==> config.mk <==
export PLATFORM = sky130hd
export DESIGN_NAME = systolic_controller
export DESIGN_NICKNAME = d
export VERILOG_FILES = /design/src/rtl/systolic_controller.sv
export SDC_FILE = /design/constraint.sdc
export NUM_CORES = 1
export LEC_CHECK = 0
export ABC_CLOCK_PERIOD_IN_PS = 2950
export CAP_MARGIN = 40
export CELL_PAD_IN_SITES_DETAIL_PLACEMENT = 2
export CELL_PAD_IN_SITES_GLOBAL_PLACEMENT = 2
export CORE_UTILIZATION = 27
export DETAILED_ROUTE_END_ITERATION = 10
export PLACE_DENSITY_LB_ADDON = 0.1
export SETUP_SLACK_MARGIN = 0.2
export SYNTH_ARGS = -nofsm -noshare
export SYNTH_HDL_FRONTEND = slang
export SYNTH_SLANG_ARGS = --single-unit
==> constraint.sdc <==
create_clock -name clk -period 2.95 [get_ports clk]
set_input_delay 0.7375 -clock clk [delete_from_list [all_inputs] [get_ports clk]]
set_output_delay 0.7375 -clock clk [all_outputs]
set_load 0.01 [all_outputs]
==> src/rtl/systolic_controller.sv <==
// Sequencer for an NxN output-stationary systolic array: clears the PE
// accumulators, drives the skewed A/B feeder schedule for 3N-2 cycles, then
// streams the N*N results out in row-major order under valid/ready handshake.
module systolic_controller #(
  parameter int N = 4,
  localparam int IW = (N > 2) ? $clog2(N) : 1
) (
  input  logic            clk,
  input  logic            rst_n,
  input  logic            start,
  output logic            busy,
  output logic            done,
  output logic            array_clr_n,
  output logic            array_en,
  output logic [N-1:0]    a_feed_valid,
  output logic [N*IW-1:0] a_feed_idx,
  output logic [N-1:0]    b_feed_valid,
  output logic [N*IW-1:0] b_feed_idx,
  output logic            res_valid,
  input  logic            res_ready,
  output logic [IW-1:0]   res_row,
  output logic [IW-1:0]   res_col
);

  // Cycle counter is wide enough for 3N; the wrap-around subtraction below
  // relies on 2**TW >= 3N so that t < gi maps to a value >= N.
  localparam int TW = $clog2(3 * N);
  localparam logic [TW-1:0] T_LAST   = TW'(3 * N - 3);
  localparam logic [IW-1:0] IDX_LAST = IW'(N - 1);

  typedef enum logic [2:0] {
    IDLE,
    CLEAR,
    COMPUTE,
    READOUT,
    DONE
  } state_t;

  state_t          state;
  logic [TW-1:0]   t_cnt;
  logic [N-1:0]    feed_valid;
  logic [N*IW-1:0] feed_idx;

  // Main FSM: state, compute-cycle counter, readout beat coordinates and the
  // control outputs all update together so every output is a flop or a pure
  // decode of flops.
  always_ff @(posedge clk) begin
    if (!rst_n) begin
      state       <= IDLE;
      t_cnt       <= '0;
      busy        <= 1'b0;
      done        <= 1'b0;
      array_clr_n <= 1'b1;
      array_en    <= 1'b0;
      res_valid   <= 1'b0;
      res_row     <= '0;
      res_col     <= '0;
    end else begin
      case (state)
        IDLE: begin
          if (start) begin
            state       <= CLEAR;
            busy        <= 1'b1;
            array_clr_n <= 1'b0;
          end
        end
        CLEAR: begin
          state       <= COMPUTE;
          t_cnt       <= '0;
          array_clr_n <= 1'b1;
          array_en    <= 1'b1;
        end
        COMPUTE: begin
          if (t_cnt == T_LAST) begin
            state     <= READOUT;
            t_cnt     <= '0;
            array_en  <= 1'b0;
            res_valid <= 1'b1;
            res_row   <= '0;
            res_col   <= '0;
          end else begin
            t_cnt <= t_cnt + 1'b1;
          end
        end
        READOUT: begin
          if (res_ready) begin
            if (res_col == IDX_LAST) begin
              res_col <= '0;
              if (res_row == IDX_LAST) begin
                state     <= DONE;
                res_valid <= 1'b0;
                res_row   <= '0;
                done      <= 1'b1;
              end else begin
                res_row <= res_row + 1'b1;
              end
            end else begin
              res_col <= res_col + 1'b1;
            end
          end
        end
        DONE: begin
          state <= IDLE;
          done  <= 1'b0;
          busy  <= 1'b0;
        end
        default: begin
          state       <= IDLE;
          t_cnt       <= '0;
          busy        <= 1'b0;
          done        <= 1'b0;
          array_clr_n <= 1'b1;
          array_en    <= 1'b0;
          res_valid   <= 1'b0;
          res_row     <= '0;
          res_col     <= '0;
        end
      endcase
    end
  end

  // Skewed feeder schedule: lane gi is active for t in [gi, gi+N-1] and
  // streams k = t - gi. A and B lanes share the same schedule.
  generate
    for (genvar gi = 0; gi < N; gi++) begin : g_feed
      localparam logic [TW-1:0] LANE_OFS = TW'(gi);
      logic [TW-1:0] lane_k;
      assign lane_k = t_cnt - LANE_OFS;
      assign feed_valid[gi] = (state == COMPUTE) && (lane_k < TW'(N));
      assign feed_idx[gi*IW +: IW] = feed_valid[gi] ? lane_k[IW-1:0] : '0;
    end
  endgenerate

  assign a_feed_valid = feed_valid;
  assign a_feed_idx   = feed_idx;
  assign b_feed_valid = feed_valid;
  assign b_feed_idx   = feed_idx;

endmodule
==> impl_metrics.yaml <==
synthesis:
  synth_area_per_cell_um2: 7.97
  synth_top_area_share_pct: 28.5
  yosysWarnings: 0
  yosys.area.top_type: "dfxtp_1"
  ys_top_cells_by_count: "nand2_1 (18), dfxtp_1 (16), buf_4 (14), nor2_1 (12), ha_1 (9)"
  synth_edf_count: 0
  syn_area_um2: 1120
  ys_ff_latch: 16
  synth_flop_cell: "dfxtp_1"
  postSynthCellCount: 141
  async_flop_share_pct: 0
  ys_seq_area_share_pct: 28.5
  synth_cell_types: 35
  synth_most_common_cell: "nand2_1"
  syn_nets: 154
  synthTopCellsByArea: "dfxtp_1 (29%), ha_1 (10%), buf_4 (9.4%), nand2_1 (6.0%), nor2_1 (4.0%)"
detailed_routing:
  ant_nets: 0
  vias: 1056
  dr.pass1.iters: 3
  drt_iter0_markers: 16
  wl_per_cell_um: 14.8
  routed_wl_um: 3200
  drc: 0
  via_per_inst: 4.89
die:
  core-area_um2: 4000
  io_pins: 37
  die_width_um: 66.5
  row_count: 23
  dieHeight_um: 66.5
  initial_utilization_pct: 28.1
  dieArea_um2: 4420
layout:
  fillers: 447
  syn_to_final_growth_pct: 37.5
  diodes: 0
  post-route-util_pct: 38.6
  nNetsFinal: 181
  drive_gt1_share_pct: 15.1
worst_hold_path:
  min_from: "res_valid"
  hold_path_depth: 2
  hold_class: "flop to flop"
  holdPathEnd: "res_valid"
setup_path:
  timing.rr.end: "t_cnt[2]"
  worst-r2r-cell-count: 6
  r2r_slack_ns: 1.32
  critPathMaxFanout: 6
  crit_type: "flop to primary output"
  path_cells: "inv_2 > ha_1 > a21boi_1 > xnor2_1 > nand3_2 > nor2_2 > clkdlybuf4s50_1"
  crit_start: "t_cnt[1]"
  worst_path_max_delay_cell: "clkdlybuf4s50_1"
  worstPathArrival_ns: 2.06
  timing.rr.start: "t_cnt[0]"
  critPathMaxStageDelay_ns: 0.54
  critPathLaunchType: "flop"
  crit_path_end_kind: "primary output"
  cp.required_ns: 2.21
power:
  cellPowerDensity_nw_per_um2: 329
  switchingPower_mw: 0.143
  p_leak_nw: 0.801
  combPwrFrac_pct: 20.4
  vdd_ir_drop_max_mv: 0.179
  p_sw_share_pct: 28.2
  internal_power_mw: 0.365
  total_power_mw: 0.508
  clock_power_share_pct: 32.8
  pwr-share-seq_pct: 46.8
timing:
  hold_violations: 0
  timing.final.crit_share_pct: 94.8
  slew_viol_final: 0
  rsz0062_at_grt: "true"
  max_freq_ghz: 0.358
  finalClockSkew_ns: 0.00547
  worst_pin_slew_ns: 0.482
  finalCriticalPeriod_ns: 2.80
  fin_tns_setup_ns: 0
  finalSetupViolations: 0
  slew_headroom_pct: 67.8
clock_tree:
  insertion_delay_ns: 0.25
  clockRootBuffer: "clkbuf_8"
  numCtsBuffers: 3
  cts-root-to-sink-buffers: 2
  clkTransAtPathRegs_ns: 0.07
  cts_tree: "yes"
  numClockSinks: 16
  htreeDepth: 1
grt:
  grt.total_usage_pct: 15.9
  grt_overflow: 0
  grt_pass1_vias: 1085
  antenna_found_initial: 0
  grt_start_max_net_pins: 14
  grt_pass1_wl_um: 5240
flow_run:
  cap_violations: 0
placement:
  gp_congestion: 0.755
  port_buffers: 36
  dp_hpwl_um: 2600
run_status:
  status: "completed"
[what timing repair did]
| action | 4_1_cts | 5_1_grt |
|---|---|---|
| pin swaps | 1 | 1 |
| buffers inserted | 1 | 1 |
| setup endpoints to repair | 22 | 17 |
| resized for setup | 13 | 15 |
| hold buffers | 0 | 0 |
[flip-flops by register name, indices dropped and copies added (netlist names)]
| register | cells |
|---|---|
| res_valid | 1 |
| t_cnt | 4 |
| array_en | 1 |
| done | 1 |
| busy | 1 |
| res_col | 2 |
| state | 3 |
| res_row | 2 |
| array_clr_n | 1 |
[cells in the final DEF, fill, tap and decap left out, types with 2 or more instances in the layout]
cell and instances:
a221oi_2 2, inv_1 6, clkdlybuf4s50_1 22, xnor2_1 3, nor3_1 4, dfxtp_1 13
clkbuf_8 3, buf_4 6, o22ai_1 4, ha_1 8, nor2_2 2, dfxtp_2 3
a21oi_1 5, o211ai_1 2, dlymetal6s2s_1 9, nand3_1 4, nor2_1 10, dlygate4sd2_1 5
and2_1 6, a21boi_1 2, and3b_1 2, a21boi_0 2, o21ai_0 5, nand2_1 18
[metal layers]
layer	GRT usage [%]	up-vias	share of wire (%)
met4	5.32	0	0.66
met5	0	-	0
met2	29.2	28	54
met1	18.0	507	41
met3	3.25	2	4.3
li1	-	519	-
[cells by family (layout without fill, tap and decap cells)]
logic type	Yosys count	in the layout	synth area share, %
simple gates	58	58	27.1
compound gates	28	28	17.3
buf+inv	27	52	14.8
flops	16	16	28.5
fa+ha+maj	9	9	10.0
xor+xnor	3	3	2.34
[area by class of cell]
class / instances / area, um2 / area share, %
flip-flops and latches: 16 / 324 / 21.0
multi-input cells: 98 / 669 / 43.3
well taps: 50 / 62.6 / 4.05
clock buffers: 3 / 41.3 / 2.67
repair buffers: 42 / 422 / 27.3
inverters: 7 / 26.3 / 1.70
[power by group through the flow]
stage / clock network [mW] / logic [mW] / registers (mW)
5_1_grt: 0.181 / 0.116 / 0.240
4_1_cts: 0.173 / 0.102 / 0.238
2_1_floorplan: 0 / 0.0644 / 0.239
6_report: 0.167 / 0.103 / 0.238
3_3_place_gp: 0 / 0.0958 / 0.241
3_5_place_dp: 0 / 0.0990 / 0.242
[critical path: cells and delay by family (launching register included)]
| kind | cells | cell delay, ns |
|---|---|---|
| adders and majority gates | 1 | 0.23 |
| xor gates and xnor gates | 1 | 0.19 |
| AOI/OAI and AO/OA | 1 | 0.14 |
| DFF | 1 | 0.37 |
| buffers and inverters | 2 | 0.62 |
| and+or+nand+nor | 2 | 0.25 |
[worst max path at each step]
stage | depth (start not counted) | slack [ns] | endpoint
final | 7 | 0.15 | b_feed_idx[2]
after global routing | 7 | 0.01 | a_feed_idx[2]
after CTS | 7 | 0.08 | b_feed_idx[2]
after detailed placement | 7 | 0.16 | a_feed_idx[3]
after global placement | 5 | 0.33 | a_feed_idx[7]
after floorplan | 8 | 0.64 | b_feed_idx[6]
[per-stage QoR]
stage	instances	hold slack [ns]	cell area (um2)	setup WS, ns
floorplan	141	0.480	1120	0.643
global placement	211	0.455	1440	0.328
detailed placement	211	0.456	1440	0.163
CTS	215	0.468	1500	0.0785
global route	216	0.505	1550	0.0121
finish	216	0.459	1550	0.153
No activity file was read; power rests on OpenSTA's default activity.
